==> src/rtl/scmp_bus_pkg.sv <==
// Shared types and constants for the SC/MP external bus interface.
// Imported by the bus FSM and its wait counter.
package scmp_bus_pkg;

    typedef enum logic [2:0] {
        IDLE,
        ARB,
        ADDR,
        STRB,
        END
    } state_e;

    localparam int DB_R       = 4;
    localparam int DB_I       = 5;
    localparam int STROBE_MIN = 1;
    localparam int STROBE_MAX = 15;

    // Counter preload: the strobe lasts preload+1 cycles.
    function automatic logic [3:0] strobe_preload(input int cycles);
        int c;
        c = cycles;
        if (c < STROBE_MIN) c = STROBE_MIN;
        if (c > STROBE_MAX) c = STROBE_MAX;
        return 4'(c - 1);
    endfunction

    function automatic logic [7:0] status_byte(
        input logic [3:0] addr_hi,
        input logic       we,
        input logic       ifetch
    );
        logic [7:0] b;
        b        = 8'h00;
        b[3:0]   = addr_hi;
        b[DB_R]  = ~we;
        b[DB_I]  = ifetch;
        return b;
    endfunction

endpackage

==> src/rtl/scmp_busif_waitcnt.sv <==
// Loadable 4-bit down-counter timing the read/write strobe width.
// Load has priority; decrement saturates at zero.
import scmp_bus_pkg::*;

module scmp_busif_waitcnt (
    input  logic       clk,
    input  logic       rst_n,
    input  logic       load_i,
    input  logic [3:0] load_val_i,
    input  logic       dec_i,
    output logic       zero_o
);

    logic [3:0] cnt_q;
    logic [3:0] cnt_d;

    always_comb begin
        cnt_d = cnt_q;
        if (load_i) begin
            cnt_d = load_val_i;
        end else if (dec_i && (cnt_q != 4'd0)) begin
            cnt_d = cnt_q - 4'd1;
        end
    end

    always_ff @(posedge clk or negedge rst_n) begin
        if (!rst_n) begin
            cnt_q <= 4'd0;
        end else begin
            cnt_q <= cnt_d;
        end
    end

    assign zero_o = (cnt_q == 4'd0);

endmodule

==> src/rtl/scmp_busif.sv <==
// SC/MP system bus master: arbitrates, strobes address/status, then
// runs one stretched read or write strobe and acknowledges the core.
import scmp_bus_pkg::*;

module scmp_busif #(
    parameter int STROBE_CYCLES = 2
) (
    input  logic        clk,
    input  logic        rst_n,
    input  logic        cpu_req,
    input  logic        cpu_we,
    input  logic        cpu_ifetch,
    input  logic [15:0] cpu_addr,
    input  logic [7:0]  cpu_wdata,
    output logic        cpu_ack,
    output logic [7:0]  cpu_rdata,
    output logic        bus_breq_n,
    input  logic        bus_enin,
    output logic        bus_enout,
    input  logic        bus_hold,
    output logic [11:0] bus_ad,
    output logic [7:0]  bus_db_o,
    output logic        bus_db_oe,
    input  logic [7:0]  bus_db_i,
    output logic        bus_ads_n,
    output logic        bus_rd_n,
    output logic        bus_wr_n
);

    localparam logic [3:0] PRELOAD = strobe_preload(STROBE_CYCLES);

    state_e      state_q, state_d;
    logic        breq_n_q, breq_n_d;
    logic        ads_n_q, ads_n_d;
    logic        rd_n_q, rd_n_d;
    logic        wr_n_q, wr_n_d;
    logic        db_oe_q, db_oe_d;
    logic [11:0] ad_q, ad_d;
    logic [7:0]  db_o_q, db_o_d;
    logic        ack_q, ack_d;
    logic [7:0]  rdata_q, rdata_d;

    logic        cnt_load;
    logic        cnt_dec;
    logic        cnt_zero;

    assign cnt_load = (state_q == ADDR);
    assign cnt_dec  = (state_q == STRB);

    scmp_busif_waitcnt u_waitcnt (
        .clk        (clk),
        .rst_n      (rst_n),
        .load_i     (cnt_load),
        .load_val_i (PRELOAD),
        .dec_i      (cnt_dec),
        .zero_o     (cnt_zero)
    );

    // Outputs are computed for the state being entered, then registered.
    always_comb begin
        state_d  = state_q;
        ad_d     = ad_q;
        db_o_d   = db_o_q;
        rdata_d  = rdata_q;
        breq_n_d = 1'b1;
        ads_n_d  = 1'b1;
        rd_n_d   = 1'b1;
        wr_n_d   = 1'b1;
        db_oe_d  = 1'b0;
        ack_d    = 1'b0;
        unique case (state_q)
            IDLE: begin
                if (cpu_req) begin
                    state_d  = ARB;
                    breq_n_d = 1'b0;
                end
            end
            ARB: begin
                breq_n_d = 1'b0;
                if (bus_enin) begin
                    state_d = ADDR;
                    ads_n_d = 1'b0;
                    ad_d    = cpu_addr[11:0];
                    db_oe_d = 1'b1;
                    db_o_d  = status_byte(cpu_addr[15:12], cpu_we,
                                          cpu_ifetch);
                end
            end
            ADDR: begin
                state_d  = STRB;
                breq_n_d = 1'b0;
                rd_n_d   = cpu_we;
                wr_n_d   = ~cpu_we;
                db_oe_d  = cpu_we;
                if (cpu_we) begin
                    db_o_d = cpu_wdata;
                end
            end
            STRB: begin
                db_oe_d = db_oe_q;
                if (cnt_zero && !bus_hold) begin
                    state_d = END;
                    ack_d   = 1'b1;
                    if (!rd_n_q) begin
                        rdata_d = bus_db_i;
                    end
                end else begin
                    breq_n_d = 1'b0;
                    rd_n_d   = rd_n_q;
                    wr_n_d   = wr_n_q;
                end
            end
            END: begin
                state_d = IDLE;
            end
            default: begin
                state_d = IDLE;
            end
        endcase
    end

    always_ff @(posedge clk or negedge rst_n) begin
        if (!rst_n) begin
            state_q  <= IDLE;
            breq_n_q <= 1'b1;
            ads_n_q  <= 1'b1;
            rd_n_q   <= 1'b1;
            wr_n_q   <= 1'b1;
            db_oe_q  <= 1'b0;
            ad_q     <= 12'h000;
            db_o_q   <= 8'h00;
            ack_q    <= 1'b0;
            rdata_q  <= 8'h00;
        end else begin
            state_q  <= state_d;
            breq_n_q <= breq_n_d;
            ads_n_q  <= ads_n_d;
            rd_n_q   <= rd_n_d;
            wr_n_q   <= wr_n_d;
            db_oe_q  <= db_oe_d;
            ad_q     <= ad_d;
            db_o_q   <= db_o_d;
            ack_q    <= ack_d;
            rdata_q  <= rdata_d;
        end
    end

    assign bus_enout  = bus_enin & (state_q == IDLE) & ~cpu_req;
    assign bus_breq_n = breq_n_q;
    assign bus_ads_n  = ads_n_q;
    assign bus_rd_n   = rd_n_q;
    assign bus_wr_n   = wr_n_q;
    assign bus_db_oe  = db_oe_q;
    assign bus_ad     = ad_q;
    assign bus_db_o   = db_o_q;
    assign cpu_ack    = ack_q;
    assign cpu_rdata  = rdata_q;

endmodule
==> config.mk <==
export PLATFORM = sky130hd
export DESIGN_NAME = scmp_busif
export DESIGN_NICKNAME = d
export VERILOG_FILES = /design/src/rtl/scmp_bus_pkg.sv /design/src/rtl/scmp_busif_waitcnt.sv /design/src/rtl/scmp_busif.sv
export SDC_FILE = /design/constraint.sdc
export NUM_CORES = 1
export LEC_CHECK = 0
export CORE_MARGIN = 4
export CORE_UTILIZATION = 40
export DETAILED_ROUTE_END_ITERATION = 16
export HOLD_SLACK_MARGIN = 0.08
export PLACE_DENSITY = 0.79
export SYNTH_ARGS = -nofsm -noshare
export SYNTH_HDL_FRONTEND = slang
export SYNTH_SLANG_ARGS = --single-unit
==> constraint.sdc <==
create_clock -name clk -period 2.1 [get_ports clk]
set_input_delay 0.42 -clock clk [delete_from_list [all_inputs] [get_ports clk]]
set_output_delay 0.42 -clock clk [all_outputs]
set_load 0.1 [all_outputs]
Word level (Yosys, flattened, before mapping)
Index checks and enable logic that the tools add are counted.
{ "word_totals": {"ff_bits": 41, "inputBits": 39, "wordCells": 57} }
{ "op_classes": {"n_addsub": 1, "eq_ne": 7, "n_mux": 20, "bitwise": 5, "n_reduce_logical": 13} }
{ "ops": {"columns": ["cell", "count"], "rows": [
  ["$mux 8", 2],
  ["$pmux 8 s2", 1],
  ["$pmux 3 s4", 1],
  ["$mux 3", 3],
  ["$reduce_and 3->1", 3],
  ["$mux 4", 2],
  ["$ne 2x2->1 const B", 4],
  ["$mux 1", 7],
  ["$eq 3x2->1 const B", 2],
  ["$pmux 1 s3", 2],
  ["$logic_not 4->1", 1],
  ["$pmux 1 s2", 2],
  ["$reduce_bool 2->1", 2],
  ["$reduce_bool 4->1", 1],
  ["$sub 4x1->4 const B", 1],
  ["$eq 3x1->1 const B", 1],
  ["$logic_not 3->1", 1],
  ["$not 1->1", 3],
  ["$and 1x1->1", 2],
  ["$logic_and 1x1->1", 2],
  ["$reduce_and 2->1", 1],
  ["$reduce_or 2->1", 1],
  ["$logic_not 1->1", 1]
]} }

Longest topological paths before layout
Gate-level depths: netlist of run 1.
{ "depth": {"word_depth": 4, "ltp_mapped": 6, "mapped_depth_nobuf": 5} }

By module
From an unflattened synthesis of run 1, not the netlist that was laid out.
{ "unflattened": {"hier_cells": 138, "area_unflattened_um2": 1868.0} }
{ "modules_own_cells": {"columns": ["mod", "n_inst", "cells_each", "area_per_inst_um2", "seq_area_each_um2"], "rows": [
  ["scmp_busif", 1, 111, 1597.8, 930.9],
  ["scmp_busif_waitcnt", 1, 27, 270.3, 100.1]
]} }

Worst setup path after synthesis of run 1
OpenSTA, ideal clock, no wires.
{ "synth_path": {"path_kind": "register -> output", "startpoint": "reg state_q[0]", "endpoint": "out bus_enout", "t_arrival_ns": 3.473, "required_time_ns": 1.680, "path_slack_ns": -1.793, "path_stages_with_launch": 3, "path_buffers": 1, "path_cell_list": "dfrtp_1 > buf_2 > nor4_1"} }
{ "synth_via": {"elab_chain_len": 3} }
{ "synth_lines": {"columns": ["element", "line_no", "rtl"], "rows": [
  ["start: declaration", "scmp_busif.sv:32", "state_e state_q, state_d;"],
  ["start signal: assignment", "scmp_busif.sv:135", "state_q <= state_d;"],
  ["$logic_not 3->1", "scmp_busif.sv:148", "assign bus_enout = bus_enin & (state_q == IDLE) & ~cpu_req;"],
  ["$and 1x1->1 (2 in a row)", "scmp_busif.sv:148", null],
  ["end: declaration", "scmp_busif.sv:19", "output logic bus_enout,"]
]} }
Every way passes these cells.

Worst setup path in the final report of run 1
{ "layout_path": {"startpoint": "reg state_q[1]", "endpoint": "out bus_enout"} }
Same word-level chain as after synthesis.

==> results of run 1 <==
synth_stat cells (all sizes together), types with 3 or more instances:
cell,instances,area share
nand2,4,0.0082
dfstp,4,0.058
mux2i,3,0.016
inv,8,0.016
dfrtp,37,0.51
o211ai,3,0.012
nand3b,3,0.014
nor3b,6,0.030
buf,4,0.014
mux2,31,0.21
cells in the final DEF, fill, tap and decap left out, types with 2 or more instances in the layout:
| cell type | n |
|---|---|
| nand3b_1 | 2 |
| mux2_4 | 8 |
| mux2i_1 | 3 |
| nand3_1 | 2 |
| clkbuf_8 | 6 |
| o21ai_0 | 2 |
| dfrtp_1 | 37 |
| inv_1 | 8 |
| dfstp_2 | 4 |
| ha_1 | 2 |
| nor3b_2 | 2 |
| nand2_1 | 4 |
| nor3b_1 | 4 |
| mux2_2 | 23 |
| buf_12 | 3 |
| buf_4 | 41 |
| o211ai_1 | 3 |
| clkdlybuf4s50_1 | 37 |
layout make-up:
type / instances / area (sq um)
fillers: 340 / 1650
flip-flops and latches: 41 / 1030
multi-input cells: 75 / 744
repair buffers: 82 / 743
clock buffers: 6 / 82.6
well taps: 52 / 65.1
clock inverters: 2 / 37.5
inverters: 8 / 30.0
logic make-up (layout without fill, tap and decap cells):
| kind of cell | count (synthesis) | after routing | synth area share |
|---|---|---|---|
| AND/OR/NAND/NOR | 27 | 27 | 0.111 |
| adder cells (fa/ha/maj) | 2 | 2 | 0.0137 |
| flip-flops | 41 | 41 | 0.565 |
| multiplexers | 34 | 34 | 0.224 |
| AO/OA/AOI/OAI | 12 | 12 | 0.0508 |
| buffers and inverters | 14 | 98 | 0.0350 |
sequential cells by signal, summed over array words and instances, names as in the netlist:
register         cells
bus_ad              12
bus_db_o             8
cpu_rdata            8
u_waitcnt.cnt_q      4
state_q              3
bus_ads_n            1
bus_breq_n           1
bus_db_oe            1
bus_rd_n             1
bus_wr_n             1
cpu_ack              1
worst register-to-register path: cells and delay by family, from the launching register on:
kind	cells	cell delay (ns)
AND/OR/NAND/NOR	2	0.56
flip-flops	1	0.40
multiplexers	1	0.30
buffers and inverters	2	0.28
adder cells (fa/ha/maj)	1	0.17
metal layers:
layer | track usage | up-vias | share of wire
met5 | 0 | - | 0
li1 | - | 629 | -
met4 | 0.0583 | 0 | 0.015
met2 | 0.269 | 58 | 0.49
met3 | 0.0818 | 6 | 0.12
met1 | 0.162 | 651 | 0.38
stage by stage:
step	cell area, sq um	hold WS (ns)
3_3_place_gp	2610	0.445
6_report	2730	0.112
2_1_floorplan	1840	0.124
5_1_grt	2730	0.159
3_5_place_dp	2610	0.453
4_1_cts	2730	0.128
path summary, 6_finish.rpt:
check,slack [ns],cells past startpoint,endpoint
hold reg to reg,0.51,1,cpu_rdata[4]$_DFFE_PN0P_
setup reg to reg,0.26,6,cpu_rdata[6]$_DFFE_PN0P_
max in group asynchronous,1.36,2,bus_rd_n$_DFFE_PN1P_
setup / recovery,0.20,3,bus_enout
min in group clk,0.51,1,cpu_rdata[4]$_DFFE_PN0P_
hold / removal,0.11,1,bus_ad[11]$_DFFE_PN0P_
==> impl_metrics.tcl, run 1 <==
set metrics [dict create \
    period_share 0.904 \
    finalHoldViolations 0 \
    slowest_delay_ns 0.50 \
    layout_min_cycle_time_ns 1.90 \
    cts_inserted_buffers 5 \
    num_rows 24 \
    yosysWarnings 0 \
    vias 1344 \
    reg2reg_from "u_waitcnt.cnt_q[0]$_DFFE_PN0P_" \
    ioPinCount 74 \
    postRouteAntennaNets 0 \
    clockRootBuffer "clkbuf_8" \
    die_h_um 75.5 \
    post-cts-setup-buffers 0 \
    die_w_um 75.5 \
    grt-ovfl-total 0 \
    area_growth_pct 49.9 \
    path_delay_family "flip-flops" \
    drv_slew 0 \
    clock_latency_ns 0.30 \
    via_per_inst 5.05 \
    rsz0062_at_grt "false" \
    drt-pass1-iter-count 4 \
    synth_edf_count 0 \
    synthArstFlopShare 1.00 \
    hold_path_class "in2async" \
    drt_wl_total_mm 4.20 \
    fmax_ghz 0.527 \
    core_region_area_sq_mm 0.00438 \
    io_buffers 73 \
    diodes 0 \
    cp_max_fo 11 \
    cp_num_buf_inv 1 \
    status "finished, final reports clean" \
    synth_ff_type "dfrtp_1" \
    cpMaxStageDelayCell "dfrtp_1" \
    crit_path_end_kind "output pin" \
    clk_pin_slew_ns 0.08 \
    dp.cells 258 \
    nets 254 \
    hold_buffers 0 \
    critPathRequiredTime_ns 1.68 \
    cts_htree_levels 2 \
    clock_tree.buffer_depth 2 \
    critPathKind "reg2out" \
    grt_max_degree 28 \
    startpoint_type "flop" \
    drc_errors 0 \
    clock-sinks 41 \
    worst_ep_arrival_time_ns 1.48 \
    finalSetupViolCount 0 \
    slew_headroom 0.467 \
    syn_area_per_cell_sq_um 14.0 \
    place_congestion 0.711 \
    first_iter_violations 30 \
    grt_pass1_vias 1438 \
    initial_core_util 0.416 \
    synth_fp_nets 171 \
    drv_cap 0 \
    synth_cell_types 37 \
    ctsResizeCount 0 \
    stdcell_count 266 \
    antenna_found_initial 0 \
    tightestPinTransition_ns 0.798 \
    cts_tree "built" \
    grt_pass1_wl_mm 6.50 \
    crit_start "state_q[1]$_DFFE_PN0P_" \
    design.die.area_sq_mm 0.00570 \
    finalWorstSetupSlack_ns 0.201 \
    drive_gt1_frac 0.458 \
    netlist_instances 130 \
    grt_usage 0.157 \
    synthesis.area_sq_mm 0.00182 \
    ys_ff_latch 41 \
    hpwl_mm 3.31 \
    crit_chain "nand2b_1 -> nor4_4 -> buf_12" \
    dpl_worst_slack_ns -0.00741 \
    wl_per_cell_um 15.8 \
    final_core_util 0.624 \
    fin_setup_tns_ns 0 \
    synth.yosys.seq_area_share 0.565 \
    fin_skew_ns 0.00912 \
]
Power of run 1 is not shown: default switching activity piles up to over one toggle a cycle in this logic, so the estimate is an artifact.
==> inputs of run 2 (changes only) <==
==> constraint.sdc (replaced) <==
create_clock -name clk -period 2.2 [get_ports clk]
set_input_delay 0.44 -clock clk [delete_from_list [all_inputs] [get_ports clk]]
set_output_delay 0.44 -clock clk [all_outputs]
set_load 0.1 [all_outputs]
==> impl_metrics.tcl, run 2 (synthesized netlist as in run 1, its figures left out) <==
set metrics [dict create \
    die_w_um 75.5 \
    crit_path_end_kind "flop" \
    rsz0062_at_grt "false" \
    startpoint_type "flop" \
    clock_latency_ns 0.29 \
    critPathKind "reg2reg" \
    core_region_area_sq_mm 0.00438 \
    cts_tree "built" \
    grt_pass1_wl_mm 6.49 \
    cpMaxStageDelayCell "or3b_1" \
    post-cts-setup-buffers 0 \
    die_h_um 75.5 \
    layout_common_cells "buf_4 (40), dfrtp_1 (37), clkdlybuf4s50_1 (37)" \
    via_per_inst 5.06 \
    seq_area_sq_mm 0.00103 \
    postRouteAntennaNets 0 \
    diodes 0 \
    drive_gt1_frac 0.450 \
    initial_core_util 0.416 \
    finalSetupViolCount 0 \
    grt_usage 0.150 \
    num_rows 24 \
    worst_ep_arrival_time_ns 2.12 \
    vias 1330 \
    crit_chain "inv_1 -> ha_1 -> nor4b_4 -> or3b_1 -> mux2_4" \
    clock_tree.buffer_depth 2 \
    cts_htree_levels 2 \
    tightestPinTransition_ns 0.886 \
    critPathRequiredTime_ns 2.37 \
    fin_skew_ns 0.00690 \
    drc_errors 0 \
    drt-pass1-iter-count 4 \
    grt_pass1_vias 1437 \
    clk_pin_slew_ns 0.08 \
    drv_slew 0 \
    final_common_cell "buf_4" \
    io_buffers 73 \
    cp_max_fo 8 \
    fmax_ghz 0.512 \
    status "finished, final reports clean" \
    n_fill_cell 350 \
    multiInputGateArea_sq_um 744 \
    clock-sinks 41 \
    drv_cap 0 \
    area_growth_pct 46.2 \
    slowest_delay_ns 0.59 \
    ctsResizeCount 0 \
    grt_max_degree 42 \
    first_iter_violations 38 \
    dp.cells 255 \
    grt-ovfl-total 0 \
    layout_min_cycle_time_ns 1.95 \
    hold_buffers 0 \
    wl_per_cell_um 15.3 \
    antenna_found_initial 0 \
    clockRootBuffer "clkbuf_8" \
    ioPinCount 74 \
    largest_reg_flops 12 \
    stdcell_count 263 \
    place_congestion 0.739 \
    finalHoldViolations 0 \
    drt_wl_total_mm 4.02 \
    period_share 0.888 \
    cts_inserted_buffers 5 \
    hpwl_mm 3.10 \
    nets 251 \
    design.die.area_sq_mm 0.00570 \
    slew_headroom 0.410 \
    hold_path_class "in2async" \
]
## run 2: worst paths after layout
path	from	end	slack (ns)	depth (start not counted)
worst max-delay path	u_waitcnt.cnt_q[0]$_DFFE_PN0P_	cpu_rdata[2]$_DFFE_PN0P_	0.25	5
worst min-delay path	rst_n	bus_ad[0]$_DFFE_PN0P_	0.27	1
worst max register to register	u_waitcnt.cnt_q[0]$_DFFE_PN0P_	cpu_rdata[2]$_DFFE_PN0P_	0.25	5
worst min register to register	bus_ad[0]$_DFFE_PN0P_	bus_ad[0]$_DFFE_PN0P_	0.51	1
max in group asynchronous	rst_n	cpu_rdata[2]$_DFFE_PN0P_	1.37	1
min in group clk	bus_ad[0]$_DFFE_PN0P_	bus_ad[0]$_DFFE_PN0P_	0.51	1
## run 2: stage by stage
| step | util | setup TNS, ns | hold slack, ns | worst slack (ns) | area [sq um] |
|---|---|---|---|---|---|
| CTS | 0.608 | 0 | 0.306 | 0.235 | 2670 |
| floorplan | - | 0 | 0.144 | 0.0887 | 1840 |
| detailed placement | 0.585 | -0.310 | 0.497 | -0.0447 | 2570 |
| global placement | 0.585 | 0 | 0.491 | 0.0135 | 2570 |
| finish | 0.608 | 0 | 0.272 | 0.245 | 2670 |
| global route | 0.608 | 0 | 0.352 | 0.104 | 2670 |
## run 2: layout make-up
type,count,share of cell area
flip-flops and latches,41,0.386
inverters,8,0.0113
well taps,52,0.0244
repair buffers,79,0.261
clock buffers,7,0.0361
clock inverters,1,0.00188
multi-input cells,75,0.279
## run 2: per-layer routing
layer,vias to the layer above,track usage,wire length (um)
met5,-,0,0
li1,624,-,-
met3,6,0.0620,427
met2,62,0.266,1950
met4,0,0.0350,40
met1,638,0.168,1600
## run 2: worst max-delay path, delay by kind of cell (launching register included)
| family | cells | cell delay [ns] |
|---|---|---|
| AND/OR/NAND/NOR | 2 | 0.79 |
| buffers and inverters | 1 | 0.08 |
| adder cells (fa/ha/maj) | 1 | 0.18 |
| multiplexers | 1 | 0.38 |
| flip-flops | 1 | 0.40 |
Power of run 2 is left out for the same reason.
==> inputs of run 3 (changes only) <==
--- a/config.mk
+++ b/config.mk
@@ -6,7 +6,7 @@
 export NUM_CORES = 1
 export LEC_CHECK = 0
 export CORE_MARGIN = 4
-export CORE_UTILIZATION = 40
+export CORE_UTILIZATION = 38
 export DETAILED_ROUTE_END_ITERATION = 16
 export HOLD_SLACK_MARGIN = 0.08
 export PLACE_DENSITY = 0.79
==> constraint.sdc (replaced) <==
create_clock -name clk -period 1.6 [get_ports clk]
set_input_delay 0.32 -clock clk [delete_from_list [all_inputs] [get_ports clk]]
set_output_delay 0.32 -clock clk [all_outputs]
set_load 0.1 [all_outputs]
==> impl_metrics.tcl, run 3 (synthesized netlist as in run 1, its figures left out) <==
set metrics [dict create \
    tightestPinTransition_ns 0.516 \
    place_congestion 0.815 \
    violations "negative setup slack" \
    crit_path_end_kind "flop" \
    hold_path_class "in2async" \
    initial_core_util 0.405 \
    r2r_end "cpu_rdata[5]$_DFFE_PN0P_" \
    nets 282 \
    finalSetupViolCount 27 \
    critPathKind "reg2reg" \
    clock_latency_ns 0.30 \
    cts_inserted_buffers 5 \
    grt_pass1_wl_mm 7.47 \
    antenna_found_initial 0 \
    hpwl_mm 3.43 \
    use_met2 0.278 \
    rsz0062_at_grt "true" \
    r2r_cells 6 \
    slew_headroom 0.656 \
    whs_ns 0.0874 \
    grt-ovfl-total 0 \
    fmax_ghz 0.563 \
    hold_buffers 0 \
    drt-pass1-iter-count 4 \
    top_usage_layer "met2" \
    n_fill_cell 258 \
    finalWorstSetupSlack_ns -0.175 \
    grt_util_met3 0.0656 \
    drive_gt1_frac 0.545 \
    largest_reg_flops 12 \
    cts_tree "built" \
    rrSetupSlack_ns -0.17 \
    clockRootBuffer "clkbuf_8" \
    postRouteAntennaNets 0 \
    multiInputGateArea_sq_um 882 \
    design.die.area_sq_mm 0.00597 \
    fin_skew_ns 0.00794 \
    clk_pin_slew_ns 0.08 \
    placed_area_sq_mm 0.00313 \
    grt_use_met1 0.174 \
    wl_per_cell_um 17.1 \
    drt_wl_total_mm 5.02 \
    cp_max_fo 8 \
    clock-sinks 41 \
    layout_min_cycle_time_ns 1.77 \
    clock_tree.buffer_depth 2 \
    fin_area_sq_mm 0.00352 \
    critPathRequiredTime_ns 1.78 \
    area_growth_pct 92.9 \
    status "finished, violations left" \
    via_per_inst 5.02 \
    first_iter_violations 37 \
    seq_area_sq_mm 0.00103 \
    worst_ep_arrival_time_ns 1.95 \
    crit_start "u_waitcnt.cnt_q[1]$_DFFE_PN0P_" \
    io_buffers 73 \
    drv_slew 0 \
    cts_htree_levels 2 \
    layout_common_cells "clkdlybuf4s50_1 (36), buf_12 (36), dfrtp_1 (35)" \
    period_share 1.11 \
    core_region_area_sq_mm 0.00450 \
    reg2reg_from "u_waitcnt.cnt_q[1]$_DFFE_PN0P_" \
    finalHoldViolations 0 \
    die_w_um 77.3 \
    grt_usage 0.159 \
    vias 1476 \
    drc_errors 0 \
    ioPinCount 74 \
    grt_max_degree 42 \
    num_rows 24 \
    setup.worst_path.end "cpu_rdata[5]$_DFFE_PN0P_" \
    drv_cap 0 \
    grt_pass1_vias 1585 \
    dpl_worst_slack_ns -0.437 \
    diodes 0 \
    fin_setup_tns_ns -1.91 \
    startpoint_type "flop" \
    die_h_um 77.3 \
]
==> run 3: worst min path at each step <==
stage	to	slack, ns	cells after the start
after CTS	bus_ad[7]$_DFFE_PN0P_	0.1	2
final	bus_ad[7]$_DFFE_PN0P_	0.09	2
after global placement	bus_ad[7]$_DFFE_PN0P_	0.41	2
after global routing	bus_ad[7]$_DFFE_PN0P_	0.13	2
after floorplan	bus_ad[0]$_DFFE_PN0P_	0.02	0
after detailed placement	bus_ad[7]$_DFFE_PN0P_	0.42	2
==> run 3: stage by stage <==
step / cells / utilization
after CTS: 284 / 0.734
after floorplan: 130 / -
after global routing: 294 / 0.781
after global placement: 272 / 0.695
after detailed placement: 272 / 0.695
final: 294 / 0.781
==> run 3: critical path: stages (launching register included) <==
cell and delay, ns:
dfrtp_1 0.40, inv_2 0.09, ha_4 0.14, nor4b_4 0.19, or3b_1 0.39, buf_6 0.16
mux2_4 0.30
==> run 3: repair_timing <==
action                     in CTS  in global routing
setup endpoints to repair      10                 29
pin swaps                       4                 10
gates cloned                    0                  1
setup buffers                   6                 10
resized for setup              17                 37
==> run 3: final cells by class <==
type                       instances  area share
multi-input combinational         75       0.251
timing repair buffer             110       0.405
clock buffer                       6      0.0206
clock inverter                     2     0.00284
tap                               52      0.0185
sequential                        41       0.294
inverter                           8     0.00853
==> run 3: per-layer routing <==
layer	wire length (um)	share of wire
met3	421	0.084
met4	42	0.0084
met2	2480	0.49
met1	2090	0.42
met5	0	0
Power of run 3 is left out for the same reason.
